`src/rtl/uart_tx_if.sv`:
```
// Host-side byte interface of the UART transmitter.
// The host writes bytes into the FIFO and watches the full and overflow flags.
interface uart_tx_if;
   logic       i_wr;
   logic [7:0] i_data;
   logic       o_full;
   logic       o_ovf;

   modport master (
      output i_wr,
      output i_data,
      input  o_full,
      input  o_ovf
   );

   modport slave (
      input  i_wr,
      input  i_data,
      output o_full,
      output o_ovf
   );
endinterface

```
`src/rtl/uart_tx.sv`:
```
// UART transmitter: small byte FIFO feeding a start/8-data/parity/stop shifter.
// Bit timing is taken from an external one-cycle bit-rate strobe (i_clk_tx).
module uart_tx #(
   parameter int FIFO_AW = 2
) (
   input  logic       i_clk,
   input  logic       i_rst_n,
   uart_tx_if.slave   host,
   input  logic       i_enable_n,
   input  logic       i_clk_tx,
   input  logic [1:0] i_parity,
   input  logic       i_int_clrtxn,
   output logic       o_tx_data,
   output logic       o_busy,
   output logic       o_tx_int
);

   localparam int DEPTH = 2 ** FIFO_AW;

   typedef logic [FIFO_AW:0] ptr_t;

   typedef enum logic [2:0] {
      ST_IDLE,
      ST_START,
      ST_DATA,
      ST_PARITY,
      ST_STOP
   } state_t;

   // FIFO state
   ptr_t wr_ptr_q, wr_ptr_d;
   ptr_t rd_ptr_q, rd_ptr_d;
   logic full_q, full_d;
   logic ovf_q, ovf_d;
   logic empty;
   logic wr_accept;
   logic pop;
   logic [7:0] head;
   logic [DEPTH-1:0][7:0] mem_rd;

   // Shifter state
   state_t     state_q, state_d;
   logic [7:0] shift_q, shift_d;
   logic [2:0] cnt_q, cnt_d;
   logic       tx_q, tx_d;
   logic       par_en_q, par_en_d;
   logic       par_bit_q, par_bit_d;
   logic       busy_q, busy_d;
   logic       int_q, int_d;
   logic       int_set;
   logic       can_start;

   // Full comes from the registered flag, so a write in a pop cycle while full is dropped.
   assign empty     = (wr_ptr_q == rd_ptr_q);
   assign wr_accept = host.i_wr && !full_q;
   assign head      = mem_rd[rd_ptr_q[FIFO_AW-1:0]];

   genvar gi;
   generate
      for (gi = 0; gi < DEPTH; gi++) begin : g_mem
         logic [7:0] entry_q;

         always_ff @(posedge i_clk) begin
            if (wr_accept && (wr_ptr_q[FIFO_AW-1:0] == FIFO_AW'(gi))) begin
               entry_q <= host.i_data;
            end
         end

         assign mem_rd[gi] = entry_q;
      end
   endgenerate

   always_comb begin
      wr_ptr_d = wr_accept ? wr_ptr_q + ptr_t'(1) : wr_ptr_q;
      rd_ptr_d = pop ? rd_ptr_q + ptr_t'(1) : rd_ptr_q;
      full_d   = (wr_ptr_d[FIFO_AW] != rd_ptr_d[FIFO_AW]) &&
                 (wr_ptr_d[FIFO_AW-1:0] == rd_ptr_d[FIFO_AW-1:0]);
      ovf_d    = host.i_wr && full_q;
   end

   // Next-state and line logic; every transition is qualified by the bit strobe.
   always_comb begin
      state_d   = state_q;
      shift_d   = shift_q;
      cnt_d     = cnt_q;
      tx_d      = tx_q;
      par_en_d  = par_en_q;
      par_bit_d = par_bit_q;
      pop       = 1'b0;
      int_set   = 1'b0;
      can_start = !empty && !i_enable_n;

      if (i_clk_tx) begin
         case (state_q)
            ST_IDLE: begin
               if (can_start) begin
                  pop       = 1'b1;
                  shift_d   = head;
                  par_en_d  = !i_parity[1];
                  par_bit_d = i_parity[0] ? ~^head : ^head;
                  tx_d      = 1'b0;
                  state_d   = ST_START;
               end else begin
                  tx_d = 1'b1;
               end
            end

            ST_START: begin
               tx_d    = shift_q[0];
               shift_d = {1'b0, shift_q[7:1]};
               cnt_d   = 3'd0;
               state_d = ST_DATA;
            end

            ST_DATA: begin
               if (cnt_q != 3'd7) begin
                  cnt_d   = cnt_q + 3'd1;
                  tx_d    = shift_q[0];
                  shift_d = {1'b0, shift_q[7:1]};
               end else if (par_en_q) begin
                  tx_d    = par_bit_q;
                  state_d = ST_PARITY;
               end else begin
                  tx_d    = 1'b1;
                  state_d = ST_STOP;
               end
            end

            ST_PARITY: begin
               tx_d    = 1'b1;
               state_d = ST_STOP;
            end

            ST_STOP: begin
               // A queued byte follows immediately with its start bit, no idle gap.
               if (can_start) begin
                  pop       = 1'b1;
                  shift_d   = head;
                  par_en_d  = !i_parity[1];
                  par_bit_d = i_parity[0] ? ~^head : ^head;
                  tx_d      = 1'b0;
                  state_d   = ST_START;
               end else begin
                  tx_d    = 1'b1;
                  int_set = 1'b1;
                  state_d = ST_IDLE;
               end
            end

            default: begin
               tx_d    = 1'b1;
               state_d = ST_IDLE;
            end
         endcase
      end

      busy_d = (state_d != ST_IDLE);

      if (int_set) begin
         int_d = 1'b1;
      end else if (!i_int_clrtxn) begin
         int_d = 1'b0;
      end else begin
         int_d = int_q;
      end
   end

   always_ff @(posedge i_clk) begin
      if (!i_rst_n) begin
         wr_ptr_q  <= '0;
         rd_ptr_q  <= '0;
         full_q    <= 1'b0;
         ovf_q     <= 1'b0;
         state_q   <= ST_IDLE;
         shift_q   <= 8'h00;
         cnt_q     <= 3'd0;
         tx_q      <= 1'b1;
         par_en_q  <= 1'b0;
         par_bit_q <= 1'b0;
         busy_q    <= 1'b0;
         int_q     <= 1'b0;
      end else begin
         wr_ptr_q  <= wr_ptr_d;
         rd_ptr_q  <= rd_ptr_d;
         full_q    <= full_d;
         ovf_q     <= ovf_d;
         state_q   <= state_d;
         shift_q   <= shift_d;
         cnt_q     <= cnt_d;
         tx_q      <= tx_d;
         par_en_q  <= par_en_d;
         par_bit_q <= par_bit_d;
         busy_q    <= busy_d;
         int_q     <= int_d;
      end
   end

   assign o_tx_data   = tx_q;
   assign o_busy      = busy_q;
   assign o_tx_int    = int_q;
   assign host.o_full = full_q;
   assign host.o_ovf  = ovf_q;

endmodule
```
`src/flat_wrapper.sv`:
```
// flat-port wrapper written by rule: the top's interface ports become plain ports
module uart_tx_flat 
#(
   parameter int FIFO_AW = 2
)
  (i_clk, i_rst_n, i_enable_n, i_clk_tx, i_parity, i_int_clrtxn, o_tx_data, o_busy, o_tx_int, host_i_wr, host_i_data, host_o_full, host_o_ovf);
  uart_tx_if host_i ();
  input  logic i_clk;
  input  logic i_rst_n;
  input  logic i_enable_n;
  input  logic i_clk_tx;
  input  logic [1:0] i_parity;
  input  logic i_int_clrtxn;
  output logic o_tx_data;
  output logic o_busy;
  output logic o_tx_int;
  input wire logic [$bits(host_i.i_wr)-1:0] host_i_wr;
  input wire logic [$bits(host_i.i_data)-1:0] host_i_data;
  output wire logic [$bits(host_i.o_full)-1:0] host_o_full;
  output wire logic [$bits(host_i.o_ovf)-1:0] host_o_ovf;
  assign host_i.i_wr = host_i_wr;
  assign host_i.i_data = host_i_data;
  assign host_o_full = host_i.o_full;
  assign host_o_ovf = host_i.o_ovf;
  uart_tx #(.FIFO_AW(FIFO_AW)) u_core (.i_clk(i_clk), .i_rst_n(i_rst_n), .host(host_i), .i_enable_n(i_enable_n), .i_clk_tx(i_clk_tx), .i_parity(i_parity), .i_int_clrtxn(i_int_clrtxn), .o_tx_data(o_tx_data), .o_busy(o_busy), .o_tx_int(o_tx_int));
endmodule
```
`config.mk`:
```
export PLATFORM = sky130hd
export DESIGN_NAME = uart_tx_flat
export DESIGN_NICKNAME = d
export VERILOG_FILES = /design/src/rtl/uart_tx_if.sv /design/src/rtl/uart_tx.sv /design/src/flat_wrapper.sv
export SDC_FILE = /design/constraint.sdc
export NUM_CORES = 1
export LEC_CHECK = 0
export CAP_MARGIN = 40
export CORE_ASPECT_RATIO = 1.5
export CORE_UTILIZATION = 54
export CTS_CLUSTER_SIZE = 12
export DETAILED_ROUTE_END_ITERATION = 8
export DONT_BUFFER_PORTS = 1
export PLACE_DENSITY = 0.72
export SYNTH_ARGS = -nofsm -noshare
export SYNTH_HDL_FRONTEND = slang
export SYNTH_SLANG_ARGS = --single-unit
```
`constraint.sdc`:
```
create_clock -name i_clk -period 2 [get_ports i_clk]
set_clock_uncertainty 0.1 [all_clocks]
set_input_delay 0.3 -clock i_clk [delete_from_list [all_inputs] [get_ports i_clk]]
set_output_delay 0.3 -clock i_clk [all_outputs]
set_load 0.03 [all_outputs]
```
==> impl_metrics.ini, run 1 <==
[power]
p_int_w = 0.001993
total_power_w = 0.002721
irDropWorstVdd_v = 0.0006329
p_leak_nw = 1.212
pwr-share-comb_pct = 13.9
switching_share_pct = 26.74
power_density_mw_per_mm2 = 856.0
pwr-share-clk_pct = 35.2
seqPwrFrac_pct = 50.9
p_switching_w = 0.0007276

[placement]
dp_hpwl_um = 3619
place_congestion = 0.7921
io_buffers = 0

[outcome]
outcome = finished with violations
violations = setup timing

[clocking]
clock-sinks = 59
h-tree-depth = 3
root_buffer = clkbuf_8
clock_latency_ps = 340
tritoncts = done
cts_buffers = 9
cts.path.max_buffers = 2
cts.clk_slew.worst_paths_ps = 70

[global_routing]
grt_start_max_net_pins = 22
antenna_found_initial = 0
gr-usage-all-layers_pct = 22.88
grt_pass1_wl_um = 8155
grt-ovfl-total = 0
grt_pass1_vias = 1823

[sta]
setup_violations = 1
max-slew-margin-rel_pct = 49.80
clock.fmax_mhz = 480.8
worst_slew_pin_slew_ps = 750.5
finalSetupTns_ps = -79.70
setup_ws_ps = -79.70
hold_viol = 0
finalCritPeriodShare_pct = 104.0
slew_viol_final = 0
rsz0062_at_grt = yes
period_needed_ps = 2080

[synth]
synth-seq-cells = 59
syn-instance-count = 210
netlist_area_mm2 = 0.002676
syn_area_per_cell_um2 = 12.74
ys_seq_area_share_pct = 56.10
yosys_warnings = 0
synthDistinctLibCells = 40
synth_fp_nets = 233

[setup_path]
critPathKind = flip-flop to flip-flop
start_kind = flip-flop
worstPathRequired_ps = 2170
setup.worst_path.start = u_core.rd_ptr_q[0]
crit_fanout = 5
crit_arrival_ps = 2240
critPathSlowestCell = mux4_2
cp-end-kind = flip-flop
worstPathCellList = mux4_2 > xnor2_2 > xnor3_1 > or3_1 > o211ai_1
max_stage_delay_ps = 550
reg2reg_from = u_core.rd_ptr_q[0]
rrSetupSlack_ps = -80

[min_path]
hold_class = input pin to flip-flop
min_from = i_rst_n

[route]
wl_um = 5278
drt_iter0_markers = 128
drtPass1Iterations = 4
drcViolationCount = 0
viasPerCell = 5.556
dr_total_vias = 1750
wire_per_inst_um = 16.76
antenna_left = 0

[die]
die_x_um = 59.48
dieArea_mm2 = 0.005247
std_cell_rows = 31
ios = 21
initial_utilization_pct = 55.65
fp.coreArea_mm2 = 0.004810
fp.dieH_um = 88.22

[cells_and_area]
final_common_cell = edfxtp_1
nets = 267
fillers = 395
multi_input_area_mm2 = 0.001129
ff_latch_area_mm2 = 0.001505
area_growth_pct = 18.75
layout_common_cells = 32 x edfxtp_1, 26 x dfxtp_1, 22 x nand2_1
n_antenna_cell = 0
drive_gt1_share_pct = 19.68

[job]
cap_viol_max_count = 0
[repair_timing]
action                                 in CTS  in global routing
setup endpoints to repair                   9                 10
hold buffers                               12                  1
setup buffers                               0                  1
endpoints found under the hold margin      55                  2
pin swaps                                   1                  0
resized for setup                           2                  1
gates cloned                                0                  0
[state kept, by name, summed over array words and instances (netlist names), 3 cells and up]
register / count
u_core.rd_ptr_q: 3
u_core.cnt_q: 3
u_core.state_q: 3
u_core.g_mem.entry_q: 32
u_core.shift_q: 8
u_core.wr_ptr_q: 3
[logic make-up after synthesis]
group                    after synthesis  share of synthesized area [%]
buffers and inverters                 12                          2.057
multiplexers                           9                          7.106
AND/OR/NAND/NOR                       71                          14.31
XOR/XNOR                              17                          6.873
flip-flops                            59                          56.10
adder cells (fa/ha/maj)                7                          3.272
AO/OA/AOI/OAI                         35                          10.29
[cells in the mapped netlist, drive strengths merged]
| master | number | area, um2 |
|---|---|---|
| a21boi | 6 | 45.04 |
| a21oi | 5 | 25.02 |
| a311oi | 2 | 35.04 |
| a31oi | 2 | 12.51 |
| and2 | 7 | 46.30 |
| and3 | 1 | 6.260 |
| and4 | 1 | 8.760 |
| buf | 3 | 21.27 |
| clkbuf | 6 | 22.52 |
| dfxtp | 27 | 540.5 |
| edfxtp | 32 | 960.9 |
| ha | 7 | 87.58 |
| inv | 3 | 11.26 |
| mux2i | 1 | 10.01 |
| mux4 | 8 | 180.2 |
| nand2 | 22 | 82.58 |
| nand2b | 6 | 37.54 |
| nand3 | 12 | 60.06 |
| nand3b | 1 | 7.510 |
| nand4 | 1 | 6.260 |
| nor2 | 3 | 11.26 |
| nor2b | 11 | 68.82 |
| nor3b | 2 | 15.01 |
| o211a | 8 | 80.08 |
| o211ai | 3 | 22.52 |
| o21a | 1 | 7.510 |
| o21ai | 6 | 30.03 |
| o311a | 1 | 10.01 |
| o31ai | 1 | 7.510 |
| or2 | 1 | 6.260 |
| or3 | 1 | 6.260 |
| or3b | 2 | 20.02 |
| xnor2 | 14 | 130.1 |
| xnor3 | 2 | 45.04 |
| xor2 | 1 | 8.760 |
[final timing paths]
check,cells past startpoint,endpoint
worst max-delay path,5,u_core.par_bit_q
worst min-delay path,1,u_core.o_tx_int
worst max register to register,5,u_core.par_bit_q
worst min register to register,2,u_core.shift_q[7]
[metal layers]
metal	GRT usage, %	vias up	wire [um]	part of all wire [%]
li1	-	841	-	-
met1	21.06	855	1939	37
met2	41.16	39	2954	56
met3	8.041	15	189	3.6
met4	14.94	0	195	3.7
met5	0	-	0	0
[final cells by class]
class	instances	area share, %
sequential	59	47.36
clock inverter	7	1.693
clock buffer	9	3.898
timing repair buffer	32	8.583
tap	66	2.598
inverter	3	0.3543
multi-input combinational	139	35.51
[power groups by stage]
stage	Clock, W	Sequential (W)	Combinational [W]
final	0.000958	0.00138	0.000378
after global routing	0.00104	0.00139	0.000412
after CTS	0.000971	0.00138	0.000370
after detailed placement	0	0.00141	0.000337
after global placement	0	0.00141	0.000322
after floorplan	0	0.00140	0.000269
[critical path: cells and delay by family (launching register included)]
family / cells / cell delay (ps)
compound gates: 1 / 90
xor+xnor: 2 / 570
flops: 1 / 380
mux: 1 / 550
simple gates: 1 / 310
[metrics by stage]
step / util, % / instances / hold slack [ps] / worst slack [ps] / area (um2)
3_3_place_gp: 59.29 / 285 / 278.5 / -55.33 / 2851
3_5_place_dp: 59.29 / 285 / 279.1 / -124.3 / 2851
5_1_grt: 66.08 / 315 / 1.668 / -186.1 / 3178
4_1_cts: 65.56 / 313 / 2.090 / -93.40 / 3153
6_report: 66.08 / 315 / 19.49 / -79.70 / 3178
2_1_floorplan: - / 210 / 289.9 / -104.2 / 2684
Power figures use the tool's default switching activity.
==> run 2: changes to the inputs <==
Settings changed: CORE_UTILIZATION 54 to 41, PLACE_DENSITY 0.72 to not set, SKIP_LAST_GASP set to 1.
==> run 2 against run 1 <==
- the flow still finishes with violations (setup timing)
- global-route usage is 6.6 points lower
- register-to-register slack about the same
- total power rose by 7.3%
- sequential cell count did not move
- hold slack better by 9.7 ps
- fmax up 0.56%
- wire length shrank 7.6%
- non-clock buffer count is 5 higher
- cell count grew 4.1%
- combinational power rose by 11%
- critical path type unchanged
- largest power group unchanged
==> impl_metrics.ini, run 2 (synthesized netlist as in run 1, its figures left out) <==
[cells_and_area]
layout_common_cells = 32 x edfxtp_1, 26 x dfxtp_1, 24 x buf_4
reg.largest.list = u_core.g_mem.entry_q (32), u_core.shift_q (8)
n_antenna_cell = 0
nets = 272
final_core_util_pct = 52.74
final_common_cell = edfxtp_1
area_growth_pct = 22.53
regMostFlops = u_core.g_mem.entry_q
stdcell_area_mm2 = 0.003279
fillers = 558
drive_gt1_share_pct = 22.83
largest_reg_flops = 32

[sta]
holdWs_ps = 29.22
rsz0062_at_grt = yes
hold_viol = 0
slew_viol_final = 0
worst_slew_pin_slew_ps = 887.2
finalCritPeriodShare_pct = 103.4
setup_ws_ps = -68.17
clock.fmax_mhz = 483.5
period_needed_ps = 2068
setup_violations = 1
max-slew-margin-rel_pct = 40.66

[setup_path]
worstPathRequired_ps = 2160
critPathKind = flip-flop to flip-flop
start_kind = flip-flop
cp-end-kind = flip-flop
crit_fanout = 5
crit_arrival_ps = 2230
rrSetupSlack_ps = -70

[power]
pwr-share-clk_pct = 38.4
p_switching_w = 0.0007561
pwr-share-comb_pct = 14.3
seqPwrFrac_pct = 47.3
p_leak_nw = 1.267
switching_share_pct = 25.89
power_density_mw_per_mm2 = 890.5
irDropWorstVdd_v = 0.0005295
p_int_w = 0.002164

[clocking]
root_buffer = clkbuf_8
clock_latency_ps = 340
cts_buffers = 9
cts.path.max_buffers = 2
clock-sinks = 59
cts.clk_slew.worst_paths_ps = 70
h-tree-depth = 3
tritoncts = done

[route]
antenna_left = 0
viasPerCell = 5.168
wire_per_inst_um = 14.86
dr_total_vias = 1695
drtPass1Iterations = 4
wl_um = 4875
drcViolationCount = 0
drt_iter0_markers = 72

[die]
fp.coreArea_mm2 = 0.006218
initial_utilization_pct = 43.04
ios = 21
dieArea_mm2 = 0.006861
die_x_um = 67.97
std_cell_rows = 35
fp.dieH_um = 101.0

[placement]
dpl_cell_area_mm2 = 0.002884
dp_hpwl_um = 3325
io_buffers = 0
place_congestion = 0.7253

[global_routing]
grt_start_max_net_pins = 26
grt_pass1_wl_um = 7803
grt-ovfl-total = 0
grt_pass1_vias = 1620
antenna_found_initial = 0
gr-usage-all-layers_pct = 16.25

[min_path]
hold_class = input pin to flip-flop

[outcome]
outcome = finished with violations
violations = setup timing

[job]
cap_viol_max_count = 0
==> run 2: final timing paths <==
kind | startpoint | endpoint | cells past startpoint
worst max register to register | u_core.rd_ptr_q[0] | u_core.par_bit_q | 5
worst max-delay path | u_core.rd_ptr_q[0] | u_core.par_bit_q | 5
worst min register to register | u_core.shift_q[7] | u_core.shift_q[7] | 2
worst min-delay path | i_rst_n | u_core.par_bit_q | 2
==> run 2: stage by stage <==
step | TNS, ps | worst slack [ps] | power (W) | std cells
floorplan | -104.2 | -104.2 | 0.001672 | 210
global placement | -552.2 | -83.17 | 0.001750 | 296
detailed placement | -819.9 | -117.6 | 0.001756 | 296
CTS | -382.6 | -92.67 | 0.002920 | 325
global route | -355.7 | -133.5 | 0.003059 | 328
finish | -68.17 | -68.17 | 0.002920 | 328
==> run 2: critical path, cell delays in order (launching register included) <==
cell and delay, ps:
dfxtp_4 400, mux4_2 530, xnor2_1 170, xnor3_1 410, or3_1 310, o211ai_1 80
==> run 2: routing by layer <==
metal,part of all wire (%),track usage (%)
met1,43,18.69
met2,51,25.94
met3,3.8,6.335
met4,2.5,7.532
met5,0,0
==> run 2: layout make-up <==
| type | instances | area [um2] | share of cell area, % |
|---|---|---|---|
| Clock buffer | 9 | 123.9 | 3.777 |
| Clock inverter | 7 | 82.58 | 2.518 |
| Inverter | 3 | 11.26 | 0.3434 |
| Multi-Input combinational cell | 139 | 1152 | 35.14 |
| Sequential cell | 59 | 1505 | 45.90 |
| Tap cell | 74 | 92.59 | 2.823 |
| Timing Repair Buffer | 37 | 311.5 | 9.500 |
==> run 2: power groups by stage <==
stage	clock network (W)	logic (W)	registers (W)
5_1_grt	0.00121	0.000460	0.00139
2_1_floorplan	0	0.000269	0.00140
3_3_place_gp	0	0.000342	0.00141
6_report	0.00112	0.000418	0.00138
4_1_cts	0.00115	0.000384	0.00138
3_5_place_dp	0	0.000347	0.00141
==> run 2: what timing repair did <==
action	4_1_cts	5_1_grt
buffers inserted	1	3
pin swaps	1	2
hold endpoints to repair	57	0
hold buffers	12	0
gates cloned	0	0
resized for setup	2	5
setup endpoints to repair	9	10
==> run 3: changes to the inputs <==
Settings changed: ABC_CLOCK_PERIOD_IN_PS set to 2000.
==> results of run 3 <==
No change in the layout: final DEF, timing and power equal those of run 2.
